==> src/rtl/timer_share_arbiter_pkg.sv <==
// Shared types and defaults for the timer_share_arbiter slice.
// Optional cancel-on-drop behaviour is enabled with TIMER_ARB_CANCEL_EN.
package timer_arb_pkg;
  typedef enum logic [1:0] {IDLE, COUNT, DONE} tarb_state_t;
  localparam int TARB_NREQ  = 4;
  localparam int TARB_WIDTH = 4;
endpackage

==> src/rtl/timer_share_arbiter_if.sv <==
// Requester-side bundle of the shared timer: requests and load values in,
// grant/busy/count/done back out.
interface timer_arb_if
  import timer_arb_pkg::*;
#(
  parameter int NREQ  = TARB_NREQ,
  parameter int WIDTH = TARB_WIDTH
);
  logic [NREQ-1:0]            req;
  logic [NREQ-1:0][WIDTH-1:0] load_val;
  logic [NREQ-1:0]            grant;
  logic                       busy;
  logic [WIDTH-1:0]           count;
  logic [NREQ-1:0]            done;

  modport master (output req, load_val, input grant, busy, count, done);
  modport slave  (input req, load_val, output grant, busy, count, done);
endinterface

==> src/rtl/timer_share_arbiter_rr_pick.sv <==
// Combinational round-robin picker: first set req bit searching upward from ptr+1.
module rr_pick
  import timer_arb_pkg::*;
#(
  parameter int NREQ = TARB_NREQ,
  parameter int IW   = $clog2(NREQ)
) (
  input  logic [NREQ-1:0] req,
  input  logic [IW-1:0]   ptr,
  output logic [IW-1:0]   win,
  output logic            vld
);
  // Walk the search order backwards so the nearest candidate is written last.
  always_comb begin
    win = '0;
    vld = |req;
    for (int k = NREQ; k >= 1; k--) begin
      if (req[(int'(ptr) + k) % NREQ]) win = IW'((int'(ptr) + k) % NREQ);
    end
  end
endmodule

==> src/rtl/timer_share_arbiter.sv <==
// Round-robin owner of a single shared down-counter timer.
// Build option TIMER_ARB_CANCEL_EN: owner dropping req mid-count aborts the interval.
module timer_share_arbiter
  import timer_arb_pkg::*;
#(
  parameter int NREQ  = TARB_NREQ,
  parameter int WIDTH = TARB_WIDTH
) (
  input logic        clk,
  input logic        reset,
  timer_arb_if.slave bus
);
  localparam int IW = $clog2(NREQ);

  tarb_state_t      state, state_nxt;
  logic [IW-1:0]    ptr, ptr_nxt, win;
  logic             win_vld;
  logic [NREQ-1:0]  grant_q, grant_nxt, done_q, done_nxt;
  logic [WIDTH-1:0] count_q, count_nxt;
  logic             busy_q;

  rr_pick #(.NREQ(NREQ), .IW(IW)) u_pick (
    .req (bus.req),
    .ptr (ptr),
    .win (win),
    .vld (win_vld)
  );

`ifdef TIMER_ARB_CANCEL_EN
  logic own_req;
  assign own_req = |(bus.req & grant_q);
`endif

  always_ff @(posedge clk or negedge reset) begin
    if (!reset) state <= IDLE;
    else        state <= state_nxt;
  end

  always_comb begin
    state_nxt = state;
    ptr_nxt   = ptr;
    grant_nxt = grant_q;
    done_nxt  = '0;
    count_nxt = count_q;
    case (state)
      IDLE: if (win_vld) begin
        state_nxt = COUNT;
        grant_nxt = NREQ'(1) << win;
        count_nxt = bus.load_val[win];
        ptr_nxt   = win;
      end
      COUNT: begin
        if (count_q != '0) count_nxt = count_q - WIDTH'(1);
        else begin
          state_nxt = DONE;
          done_nxt  = grant_q;
        end
`ifdef TIMER_ARB_CANCEL_EN
        // Abort wins even on the zero cycle: no done pulse, count frozen.
        if (!own_req) begin
          state_nxt = IDLE;
          grant_nxt = '0;
          done_nxt  = '0;
          count_nxt = count_q;
        end
`endif
      end
      DONE: begin
        state_nxt = IDLE;
        grant_nxt = '0;
      end
      default: begin
        state_nxt = IDLE;
        grant_nxt = '0;
      end
    endcase
  end

  always_ff @(posedge clk or negedge reset) begin
    if (!reset) begin
      ptr     <= IW'(NREQ - 1);
      grant_q <= '0;
      done_q  <= '0;
      count_q <= '0;
      busy_q  <= 1'b0;
    end else begin
      ptr     <= ptr_nxt;
      grant_q <= grant_nxt;
      done_q  <= done_nxt;
      count_q <= count_nxt;
      busy_q  <= (state_nxt != IDLE);
    end
  end

  assign bus.grant = grant_q;
  assign bus.done  = done_q;
  assign bus.count = count_q;
  assign bus.busy  = busy_q;
endmodule
==> src/flat_wrapper.sv <==
// flat-port wrapper written by rule: the top's interface ports become plain ports
module timer_share_arbiter_flat import timer_arb_pkg::*;
#(
  parameter int NREQ  = TARB_NREQ,
  parameter int WIDTH = TARB_WIDTH
)
  (clk, reset, bus_req, bus_load_val, bus_grant, bus_busy, bus_count, bus_done);
  timer_arb_if #(.NREQ(NREQ), .WIDTH(WIDTH)) bus_i ();
  input logic clk;
  input logic reset;
  input wire logic [$bits(bus_i.req)-1:0] bus_req;
  input wire logic [$bits(bus_i.load_val)-1:0] bus_load_val;
  output wire logic [$bits(bus_i.grant)-1:0] bus_grant;
  output wire logic [$bits(bus_i.busy)-1:0] bus_busy;
  output wire logic [$bits(bus_i.count)-1:0] bus_count;
  output wire logic [$bits(bus_i.done)-1:0] bus_done;
  assign bus_i.req = bus_req;
  assign bus_i.load_val = bus_load_val;
  assign bus_grant = bus_i.grant;
  assign bus_busy = bus_i.busy;
  assign bus_count = bus_i.count;
  assign bus_done = bus_i.done;
  timer_share_arbiter #(.NREQ(NREQ), .WIDTH(WIDTH)) u_core (.clk(clk), .reset(reset), .bus(bus_i));
endmodule
==> config.mk <==
export PLATFORM = sky130hd
export DESIGN_NAME = timer_share_arbiter_flat
export DESIGN_NICKNAME = d
export VERILOG_FILES = /design/src/rtl/timer_share_arbiter_pkg.sv /design/src/rtl/timer_share_arbiter_if.sv /design/src/rtl/timer_share_arbiter_rr_pick.sv /design/src/rtl/timer_share_arbiter.sv /design/src/flat_wrapper.sv
export SDC_FILE = /design/constraint.sdc
export NUM_CORES = 1
export LEC_CHECK = 0
export ABC_AREA = 1
export CAP_MARGIN = 40
export CORE_ASPECT_RATIO = 0.7
export CORE_MARGIN = 2
export CORE_UTILIZATION = 47
export CTS_BUF_LIST = sky130_fd_sc_hd__clkbuf_2
export CTS_CLUSTER_SIZE = 24
export DETAILED_ROUTE_END_ITERATION = 10
export HOLD_SLACK_MARGIN = 0.02
export PLACE_DENSITY = 0.81
export SLEW_MARGIN = 20
export SYNTH_ARGS = -nofsm -noshare
export SYNTH_HDL_FRONTEND = slang
export SYNTH_SLANG_ARGS = --single-unit
==> constraint.sdc <==
create_clock -name clk -period 2 [get_ports clk]
set_input_delay 0.3 -clock clk [delete_from_list [all_inputs] [get_ports clk]]
set_output_delay 0.3 -clock clk [all_outputs]
set_load 0.03 [all_outputs]
# --- Word-level counts from Yosys, hierarchy flattened ---
# Index checks and enable logic that the tools add are counted.
totals:
  reg_bits: 17
  input_bits: 22
  wordCells: 65
op_classes:
  add_sub_neg: 5
  n_lt_le_gt_ge: 5
  eq_ne: 3
  shifts: 1
  muxes: 28
  bitwise_logic: 5
  reduce_logical: 12
op_table:
  columns: ["cell", "count"]
  rows:
  - ["4-bit two-way mux", 6]
  - ["3-bit by 4-bit less-than comparator with 1-bit output (second input constant)", 4]
  - ["4-bit one-hot mux with 2 select lines", 2]
  - ["2-bit two-way mux", 6]
  - ["1-bit binary-select mux with 2-bit select", 4]
  - ["4-bit binary-select mux with 2-bit select", 1]
  - ["1-bit two-way mux", 8]
  - ["2-bit OR reduction", 4]
  - ["2-bit by 1-bit adder with 2-bit output (second input constant)", 2]
  - ["2-bit adder (second input constant)", 2]
  - ["1-bit AND (first input constant)", 4]
  - ["2-bit one-hot mux with 2 select lines", 1]
  - ["2-bit AND reduction", 2]
  - ["2-bit nonzero test", 2]
  - ["4-bit nonzero test", 1]
  - ["4-bit OR reduction", 1]
  - ["1-bit by 2-bit left shift with 4-bit output (first input constant)", 1]
  - ["4-bit by 1-bit subtractor with 4-bit output (second input constant)", 1]
  - ["2-bit by 3-bit less-than comparator with 1-bit output (second input constant)", 1]
  - ["3-bit AND reduction", 1]
  - ["2-bit by 1-bit equality test with 1-bit output (second input constant)", 1]
  - ["2-bit zero test", 1]
  - ["2-bit by 1-bit != test with 1-bit output (second input constant)", 1]
  - ["2-bit != test (second input constant)", 1]
  - ["1-bit NOT", 1]

# --- Longest topological paths before layout ---
logic_depth:
  depth_word: 14
  ltp_mapped: 17
  depth_no_buf: 15

# --- Cells and area by module ---
# From an unflattened synthesis, not the netlist that was laid out.
hier_totals:
  hier_cells: 168
  hier_area_um2: 1132.3
by_module_without_submodules:
  columns: ["module", "n_inst", "cells_per_inst", "area_each_um2", "seq_area_each_um2"]
  rows:
  - ["timer_share_arbiter", 1, 117, 865.8, 427.9]
  - ["rr_pick", 1, 51, 266.5, 0.0]

# --- Least setup slack after synthesis ---
# OpenSTA, ideal clock, no wires.
synth_path:
  path_type: "flip-flop to flip-flop"
  start: "register u_core.ptr[0]"
  end: "register u_core.count_q[0], in the netlist u_core.bus.count[0]"
  setup_ps: 120
  arrival_ps: 1607
  required_time_ps: 1880
  slack_ps: 272
  stages_incl_launch_ff: 16
  path_cell_list: "dfstp_2 -> buf_6 -> nand2_1 -> o21ai_1 -> nand2_1 -> nand2_1 -> nand2_2 -> nand2_2 -> nand2_4 -> nand2_4 -> buf_6 -> inv_2 -> nand3_1 -> nand3_1 -> o21ai_1 -> nand2_1"
synth_between:
  elab_chain_len: 12
  word_cells_on_any_way: 24
  classes_between: "add/sub: 4; mux: 20"
synth_rtl:
  columns: ["element", "line", "text"]
  rows:
  - ["from (decl)", "timer_share_arbiter.sv:16", "logic [IW-1:0] ptr, ptr_nxt, win;"]
  - ["from (signal assigned)", "timer_share_arbiter.sv:81", "ptr <= IW'(NREQ - 1);"]
  - ["from (signal assigned)", "timer_share_arbiter.sv:87", "ptr <= ptr_nxt;"]
  - ["2-bit by 1-bit adder with 2-bit output", "timer_share_arbiter_rr_pick.sv:18", "if (req[(int'(ptr) + k) % NREQ]) win = IW'((int'(ptr) + k) % NREQ);"]
  - ["1-bit binary-select mux with 2-bit select", "timer_share_arbiter_rr_pick.sv:18", null]
  - ["1-bit two-way mux (implied by the code) (2 in series)", "timer_share_arbiter_rr_pick.sv:18", null]
  - ["2-bit two-way mux (3 in series)", "timer_share_arbiter_rr_pick.sv:18", null]
  - ["2-bit two-way mux *", "timer_share_arbiter_rr_pick.sv:18", null]
  - ["4-bit binary-select mux with 2-bit select *", "timer_share_arbiter.sv:49", "count_nxt = bus.load_val[win];"]
  - ["4-bit two-way mux (implied by the code) *", "timer_share_arbiter.sv:49", null]
  - ["4-bit two-way mux *", "timer_share_arbiter.sv:46", "IDLE: if (win_vld) begin"]
  - ["4-bit one-hot mux with 2 select lines *", "timer_share_arbiter.sv:45", "case (state)"]
  - ["to (signal assigned)", "timer_share_arbiter.sv:90", "count_q <= count_nxt;"]
  - ["to (decl)", "timer_share_arbiter.sv:19", "logic [WIDTH-1:0] count_q, count_nxt;"]
# Mark *: on every way between the ends. The rest lies on a longest branch, timed or not. The select of a mux whose other input is x is not followed.
# A chain may end at the register's enable or synchronous reset.

# --- Final worst setup path ---
# Ends and elaborated chain as after synthesis.

==> impl_results.md <==
- Prevailing post-synth register cell: dfrtp_1
- CP Cell Sequence: nand2_1 > o21ai_2 > nand2_1 > nand2_1 > nand2_2 > nand3_4 > buf_4 > nand2_4 > nand3_1 > nand3_1 > o21ai_1 > nand2_1
- Global Route Usage Sum: 0.212
- Min-delay worst type: primary input to asynchronous set/reset pin
- Final setup vio count: 0
- Detailed placer's ending HPWL: 2.13 mm
- Initial antenna violation count: 0
- Leak: 0.795 nW
- DRC: 0
- Status: finished, final reports clean
- Starting Density: 0.501
- Total CTS buffers: 3
- Area grow syn2layout: 46.2%
- Clk slew on worst S/H paths: 0.17 ns
- Seq cells post-synth: 17
- RSZ-0062 raised after global routing: yes
- CP arrival: 2.10 ns
- Vias post-DR: 1155
- Top cell type's share of synthesized area: 0.345
- Avg WL per Cell: 12.0 µm
- Clock tree buffer depth: 2
- Core Region: 0.00217 mm²
- Sequential share of the synthesized area: 0.393
- Post-synth ARST share: 1.00
- Mean Syn Cell Area: 7.02 µm²
- CTS tree: built
- Startpoint Class: register
- Post-route setup TNS: 0 ns
- Worst r2r src: u_core.ptr[0]
- H-tree levels: 1
- Buffers on Ports: 34
- Routed Antenna Nets: 0
- CTS Sinks: 17
- Worst EP required: 2.21 ns
- Final instance count without filler cells: 231
- # diodes: 0
- Total power: 0.00284 W
- I/O pin cnt: 35
- WS Path Type: register to register
- Die W: 61.5 µm
- Vias/cell: 5.00
- Number of global-route vias before repair: 1042
- Synth area leader: dfrtp_1
- Die H: 44.3 µm
- Synth area leaders: dfrtp_1 (34%), nand2_1 (18%), nand3_1 (7.8%)
- GR Overflow Total: 0
- R2r endpoint: u_core.bus.count[0]
- Hold Fails Final Rpt: 0
- Inst Count DP: 221
- Core Util, Final: 0.733
- Actual slew at the worst max-slew pin: 0.312 ns
- Pwr/cell area: 1780 mW/mm²
- Clock Skew: 0.0171 ns
- Final WL: 2.76 mm
- Largest net degree at the start of global routing: 18
- Worst path buffer plus inverter count: 1
- Maximum vdd drop: 0.972 mV
- Post-route clock period utilization: 0.947
- Critical path depth in cells: 12
- WHS: 0.299 ns
- Synth Net Count: 178
- Worst slew margin: 0.791
- R2r worst-path depth: 12
- Routability cong.: 0.869
- Clock Tree Root: clkbuf_2
- Max FO, Critical Path: 8
- Mapped cell area: 0.00109 mm²
- Die area: 0.00272 mm²
- Critical path's largest stage delay: 0.69 ns
- Cell repeated most along the worst path: nand2_1
- Post-synth EDFFs: 0
- Minimum clock period: 1.89 ns
- Nets: 223
- CP top delay family: simple AND/OR/NAND/NOR gates
- Max Fclk: 528 MHz
- Mapped Cells: 155
- Cell with the most instances after synthesis: nand2_1
- Max-cap viol count: 0
- Synth warn: 0
- Distinct cells, synth: 22
- # rows: 14
- First-pass GRT wire length: 4.36 mm
- DRT Pass-1 Iters: 4
- Top cells by count, synth: nand2_1 (53), inv_1 (22), nand3_1 (17), dfrtp_1 (15), nor2_1 (12)
- Worst reg2reg setup slack: 0.11 ns
- CP max-delay cell: dfstp_2
- Clock Latency Late Sink: 0.29 ns
- Initial DRC count: 36
- CP endpoint kind: register
- Final Max Slew Viols: 0
- Layout cells sized above 1: 0.211
[registers in the layout, indices dropped and copies added, names as in the netlist]
signal            count
u_core.ptr            2
u_core.bus.grant      4
u_core.bus.done       4
u_core.bus.count      4
u_core.bus.busy       1
u_core.state          2
[cell usage in the layout (no fill, tap or decap)]
master | synthesis | routed
dfstp_2 | 2 | 2
nand2_1 | 53 | 43
nand2_8 | 0 | 1
nand2_2 | 4 | 12
nand3_4 | 1 | 1
a21oi_1 | 4 | 4
nand3b_1 | 1 | 1
nor2_4 | 0 | 1
o21ai_2 | 1 | 2
nand2_4 | 2 | 4
dfrtp_1 | 15 | 15
o32ai_1 | 1 | 1
inv_1 | 22 | 21
nand3_1 | 17 | 15
o21ai_0 | 4 | 4
o21ai_1 | 4 | 3
a21oi_2 | 1 | 1
nand4_1 | 2 | 2
inv_8 | 1 | 1
buf_4 | 0 | 8
clkbuf_2 | 0 | 4
ha_1 | 1 | 1
inv_2 | 2 | 3
clkdlybuf4s50_1 | 0 | 34
nand3_2 | 0 | 2
o22ai_1 | 2 | 2
nor2_1 | 12 | 11
[stage by stage]
step	worst slack (ns)	area (µm²)
2_1_floorplan	0.272	1090
3_3_place_gp	-0.00000666	1460
3_5_place_dp	-0.102	1460
4_1_cts	0.0214	1480
5_1_grt	-0.0419	1590
6_report	0.106	1590
[worst register-to-register path: stages (launching register included)]
cell and delay, ns:
dfstp_2 0.69, nand2_1 0.10, o21ai_2 0.09, nand2_1 0.09, nand2_1 0.08, nand2_2 0.08
nand3_4 0.13, buf_4 0.15, nand2_4 0.06, nand3_1 0.08, nand3_1 0.08, o21ai_1 0.13
nand2_1 0.06
[per-layer routing]
metal  global-route usage  part of all wire
met5                    0                 0
met2                0.349              0.48
met3               0.0468             0.064
met4               0.0298             0.014
met1                0.295              0.44
[cells by family (layout without fill, tap and decap cells)]
family	Yosys count	in the layout	share of synthesized area
and+or+nand+nor	92	93	0.380
buffers and inverters	28	71	0.124
AOI/OAI and AO/OA	17	17	0.0908
DFF	17	17	0.393
adders and majority gates	1	1	0.0115
[power by group]
part	total [W]	switching [W]	internal (W)
Combinational	0.00209	0.00128	0.000809
Sequential	0.000585	0.000105	0.000481
Clock	0.000158	0.000105	0.0000530
Total	0.00284	0.00149	0.00134
[final cells by class]
| type | count | area (µm²) |
|---|---|---|
| Clock buffer | 4 | 20.0 |
| Fill cell | 181 | 581 |
| Inverter | 25 | 101 |
| Multi-Input combinational cell | 111 | 602 |
| Sequential cell | 17 | 428 |
| Tap cell | 32 | 40.0 |
| Timing Repair Buffer | 42 | 400 |
[worst max path at each step]
stage / from / to / slack [ns]
6_report: u_core.ptr[0] / u_core.bus.count[0] / 0.11
5_1_grt: u_core.ptr[0] / u_core.bus.count[1] / -0.04
3_5_place_dp: bus_req[1] / u_core.bus.count[1] / -0.10
4_1_cts: u_core.ptr[0] / u_core.bus.count[1] / 0.02
3_3_place_gp: bus_req[3] / u_core.bus.count[2] / -0.000007
2_1_floorplan: u_core.ptr[0] / u_core.bus.count[0] / 0.27
[repair_timing]
| action | CTS | global route |
|---|---|---|
| setup endpoints to repair | 0 | 8 |
| resized for setup | 0 | 19 |
| endpoints found under the hold margin | 0 | 0 |
| hold buffers | 0 | 0 |
| setup buffers | 0 | 5 |
No activity file was read; power rests on OpenSTA's default activity.
